**src/rtl/hd_lane_tx.sv**
```systemverilog
// hd_lane_tx: 4-lane source-synchronous transmitter with a forwarded clock at clk/2.
// Define HD_TX_PARITY_EN to append one XOR-of-nibbles parity beat to each word.
`timescale 1ns/1ps
module hd_lane_tx #(
   parameter int unsigned SYNC_BEATS = 4,
   parameter logic [3:0]  SYNC_NIB   = 4'hA,
   parameter logic [3:0]  IDLE_NIB   = 4'h0,
   parameter int unsigned CNT_W      = 16
) (
   input  logic             clk100,
   input  logic             rstn,
   input  logic [31:0]      s_data_i,
   input  logic             s_valid_i,
   output logic             s_ready_o,
   output logic [3:0]       hd_o,
   output logic             hclk_o,
   output logic             busy_o,
   output logic [CNT_W-1:0] word_cnt_o
);

   generate
      if (SYNC_BEATS < 1 || SYNC_BEATS > 15) begin : g_bad_sync_beats
         $error("hd_lane_tx: SYNC_BEATS must be in 1..15");
      end
   endgenerate

   localparam logic [3:0] SYNC_LAST = 4'(SYNC_BEATS - 1);

`ifdef HD_TX_PARITY_EN
   typedef enum logic [1:0] {IDLE, SYNC, DATA, PAR} state_e;
`else
   typedef enum logic [1:0] {IDLE, SYNC, DATA} state_e;
`endif

   state_e           state_q, state_d;
   logic             ph_q;
   logic [3:0]       beat_q, beat_d;
   logic [3:0]       hd_q, hd_d;
   logic [31:0]      sh_q, sh_d;
   logic [CNT_W-1:0] cnt_q, cnt_d;
   logic             final_beat;
   logic             xfer;

`ifdef HD_TX_PARITY_EN
   logic [3:0] par_q, par_d;

   function automatic logic [3:0] nib_xor(input logic [31:0] w);
      logic [3:0] acc;
      acc = 4'h0;
      for (int i = 0; i < 8; i++) acc = acc ^ w[4*i +: 4];
      return acc;
   endfunction

   assign final_beat = (state_q == PAR);
`else
   assign final_beat = (state_q == DATA) && (beat_q == 4'd7);
`endif

   // Ready depends only on state and phase so the upstream can never form a combinational loop.
   assign s_ready_o  = ph_q && ((state_q == IDLE) || final_beat);
   assign xfer       = s_valid_i && s_ready_o;
   assign hd_o       = hd_q;
   assign hclk_o     = ph_q;
   assign busy_o     = (state_q != IDLE);
   assign word_cnt_o = cnt_q;

   always_comb begin
      // NOTE: every next-state signal gets a default first so no path leaves it unassigned (no latches).
      state_d = state_q;
      beat_d  = beat_q;
      hd_d    = hd_q;
      sh_d    = sh_q;
      cnt_d   = cnt_q;
`ifdef HD_TX_PARITY_EN
      par_d   = par_q;
`endif
      if (xfer) cnt_d = cnt_q + CNT_W'(1);

      // Beat boundaries fall on ph 1->0; all lane-side state moves only there.
      if (ph_q) begin
         if (state_q == IDLE) begin
            if (xfer) begin
               state_d = SYNC;
               beat_d  = 4'd0;
               sh_d    = s_data_i;
               hd_d    = SYNC_NIB;
`ifdef HD_TX_PARITY_EN
               par_d   = nib_xor(s_data_i);
`endif
            end else begin
               hd_d = IDLE_NIB;
            end
         end else if (final_beat) begin
            if (xfer) begin
               state_d = DATA;
               beat_d  = 4'd0;
               hd_d    = s_data_i[31:28];
               sh_d    = {s_data_i[27:0], 4'h0};
`ifdef HD_TX_PARITY_EN
               par_d   = nib_xor(s_data_i);
`endif
            end else begin
               state_d = IDLE;
               hd_d    = IDLE_NIB;
            end
         end else begin
            case (state_q)
               SYNC: begin
                  if (beat_q == SYNC_LAST) begin
                     state_d = DATA;
                     beat_d  = 4'd0;
                     hd_d    = sh_q[31:28];
                     sh_d    = {sh_q[27:0], 4'h0};
                  end else begin
                     beat_d = beat_q + 4'd1;
                     hd_d   = SYNC_NIB;
                  end
               end
               DATA: begin
`ifdef HD_TX_PARITY_EN
                  if (beat_q == 4'd7) begin
                     state_d = PAR;
                     hd_d    = par_q;
                  end else begin
                     beat_d = beat_q + 4'd1;
                     hd_d   = sh_q[31:28];
                     sh_d   = {sh_q[27:0], 4'h0};
                  end
`else
                  beat_d = beat_q + 4'd1;
                  hd_d   = sh_q[31:28];
                  sh_d   = {sh_q[27:0], 4'h0};
`endif
               end
               default: ;
            endcase
         end
      end
   end

   // NOTE: sequential state uses non-blocking assignments so all registers update from pre-edge values.
   always_ff @(posedge clk100 or negedge rstn) begin
      if (!rstn) begin
         state_q <= IDLE;
         ph_q    <= 1'b0;
         beat_q  <= 4'd0;
         hd_q    <= IDLE_NIB;
         sh_q    <= 32'h0;
         cnt_q   <= '0;
`ifdef HD_TX_PARITY_EN
         par_q   <= 4'h0;
`endif
      end else begin
         state_q <= state_d;
         ph_q    <= ~ph_q;
         beat_q  <= beat_d;
         hd_q    <= hd_d;
         sh_q    <= sh_d;
         cnt_q   <= cnt_d;
`ifdef HD_TX_PARITY_EN
         par_q   <= par_d;
`endif
      end
   end

endmodule

```
**config.mk**
```make
export PLATFORM = sky130hd
export DESIGN_NAME = hd_lane_tx
export DESIGN_NICKNAME = d
export VERILOG_FILES = /design/src/rtl/hd_lane_tx.sv
export SDC_FILE = /design/constraint.sdc
export NUM_CORES = 1
export LEC_CHECK = 0
export ABC_CLOCK_PERIOD_IN_PS = 2300
export BUFFER_PORTS_ARGS = -buffer_cell sky130_fd_sc_hd__buf_2
export CAP_MARGIN = 10
export CELL_PAD_IN_SITES_DETAIL_PLACEMENT = 0
export CELL_PAD_IN_SITES_GLOBAL_PLACEMENT = 1
export CORE_MARGIN = 2
export CORE_UTILIZATION = 40
export DETAILED_ROUTE_END_ITERATION = 7
export HOLD_SLACK_MARGIN = 0.03
export PLACE_DENSITY = 0.72
export SYNTH_ARGS = -nofsm -noshare
export SYNTH_HDL_FRONTEND = slang
export SYNTH_SLANG_ARGS = --single-unit
```
**constraint.sdc**
```tcl
create_clock -name clk100 -period 2.3 [get_ports clk100]
set_clock_uncertainty 0.05 [all_clocks]
set_input_delay 0.46 -clock clk100 [delete_from_list [all_inputs] [get_ports clk100]]
set_output_delay 0.46 -clock clk100 [all_outputs]
set_load 0.01 [all_outputs]
```
==> metrics.txt <==
status completed; cells on worst reg2reg path 6; share of cells above drive strength 1 0.341; RSZ-0062 raised after global routing no; Tot GR Track Use 0.178; largest cells by area after synthesis dfrtp_1 46%, mux2_4 12%, a221o_1 8.7%, and3_1 5.9%, xnor2_1 3.6%; pin count of the biggest net entering global routing 60; adder and majority gate portion of the synthesized area 0.00781; Synth Area in XOR/XNOR 0.0410; cell taking the most area after synthesis dfrtp_1; port bufs 57; Setup Buffers After CTS 0; Relative slew margins 0.629; slowest CP cell dfrtp_1; asr flop ratio synth 1.00; worst vdd ir 0.000506 V; final antenna-violating net count 0; post-CTS resize count 0; Seq/Total Area, Yosys 0.461; Skew-Pair Late Insertion Delay 330 ps; Cell Count, Final, Fillers Out 442; Required @ worst endpoint 1790 ps; largest family of logic cells by synthesized area compound AO/OA/AOI/OAI gates; vias 2428; Critical Path Start Type flop; Die W 93.5 um; Crit Reg-Reg Endpoint sh_q[27]$_DFFE_PN0P_; FP Rows 32; Layout Nets 372; CTS max path bufs 2; Yosys top cell area share 0.461; CP Buf/Inv Count 3; Net Count, Synth 315; # clock sinks 59; max incr delay on CP 570 ps; Most used DFF post-synth dfrtp_1; Final Hold Vio Count 0; mux share of post-synthesis cell area 0.145; initial core utilization 0.415; die outline height 93.5 um; FILL cells 704; DR iter-0 viols 148; Period Utilization, post-route 0.946; Pwr Density 1260 mW/mm^2; max-cap violations 0; Area Growth Syn to Fin 20.4%; CP endpoint busy_o; Mapped Cells 278; WP depth 4; Lkg Pwr 1.99 nW; Detailed Routing Iterations Pass 1 4; worst reg2reg setup slack 140 ps; vias in the first global route 2371; GPL Wtd Cong 0.783; dpl hpwl 4.78 mm; FF-to-FF Start beat_q[0]$_DFFE_PN0P_; synthesized area per cell 11.5 um^2; TritonCTS clock tree yes; Slew Viols, Final 0; critical path fanouts, max 24; total grt overflow 0; top-count cell post-synth dfrtp_1; die area 0.00875 mm^2; EDFF count, synth 0; worst slew pin tran 556 ps; placed cell count 426; crit path cell chain nor2_2 -> buf_4 -> inv_1 -> buf_2; initial antenna violation count 0; most frequent cells after synthesis 59 x dfrtp_1, 30 x and3_1, 28 x a221o_1; endpoints failing setup 0; CP arrival 1670 ps; H-Tree Depth 3; Post-Synth Simple-Gate Area 0.141; Ant. Diodes 0; Achievable Freq 460 MHz; vias per cell 5.49; Num CTS Buffers 9; minimum clock period 2180 ps; routed len/inst 16.5 um; Fin Setup TNS 0 ps; CP top delay family buffers and inverters; hold buffer count at cts 0; crit path from state_q[1]$_DFFE_PN0P_; Yosys reg bits 59; DRC errors left 0; critical path class flop to primary output; Compound-Gate Fraction of Synth Area 0.155; element type at the critical path end primary output; Routed WL 7.28 mm; synth unique cells 42; wire length of the first global-routing pass 12.1 mm; core area 0.00773 mm^2; mapped cell area 0.00321 mm^2; I/O Pins 58; Warnings, synthesis 0; Clock transition at path regs 70 ps; root buffer cell clkbuf_8; HP Class primary input to asynchronous set/reset pin
-- metal layers --
metal | up-vias | global-route usage | part of all wire
met3 | 6 | 0.0371 | 0.040
li1 | 1152 | - | -
met5 | - | 0 | 0
met1 | 1220 | 0.267 | 0.50
met4 | 0 | 0.0625 | 0.0099
met2 | 50 | 0.253 | 0.45
-- area by class of cell --
type	instances	area, um^2	share of cell area
clock inverters	4	72.6	0.0188
well taps	102	128	0.0331
inverters	13	48.8	0.0126
repair buffers	67	398	0.103
clock buffers	12	155	0.0402
flip-flops and latches	59	1480	0.383
multi-input cells	185	1580	0.410
-- registers in the layout, indices dropped and copies added, names as in the netlist --
register    cells
beat_q          4
state_q         2
sh_q           32
hclk_o          1
hd_o            4
word_cnt_o     16
-- cell families (layout without fill, tap and decap cells) --
group,Yosys count,after routing
AND/OR/NAND/NOR,79,79
flip-flops,59,59
AO/OA/AOI/OAI,56,56
buffers and inverters,34,96
multiplexers,33,33
XOR/XNOR,15,15
adder cells (fa/ha/maj),2,2
-- worst min path at each step --
stage	from	endpoint
floorplan	rstn	beat_q[0]$_DFFE_PN0P_
global placement	word_cnt_o[15]$_DFFE_PN0P_	word_cnt_o[15]$_DFFE_PN0P_
detailed placement	word_cnt_o[15]$_DFFE_PN0P_	word_cnt_o[15]$_DFFE_PN0P_
CTS	rstn	hclk_o$_DFF_PN0_
global route	rstn	sh_q[29]$_DFFE_PN0P_
finish	rstn	sh_q[17]$_DFFE_PN0P_
-- layout by cell type (no fill, tap or decap), types with 6 or more instances in the layout --
cell,n
nand3_1,9
and3_1,30
mux2_4,26
nor2_1,6
buf_4,7
buf_2,57
clkbuf_8,11
xnor2_1,13
nand2_1,13
inv_1,13
a221o_1,28
dfrtp_1,59
-- through the flow --
stage	hold WS (ps)	instance area, um^2	util	total power [mW]	setup slack [ps]
final	70.6	3860	0.499	4.86	125
after global routing	78.6	3860	0.499	5.19	4.25
after CTS	79.3	3860	0.499	4.91	100
after detailed placement	412	3630	0.470	3.81	167
after global placement	406	3630	0.470	3.76	181
after floorplan	114	3210	-	3.31	361
-- report_power, final --
part,leakage [nW],total (mW),switching [mW],internal [mW]
Combinational,1.12,2.11,0.936,1.18
Sequential,0.762,1.67,0.292,1.38
Clock,0.113,1.09,0.417,0.668
Note: power is estimated with default switching activity, not from simulation.
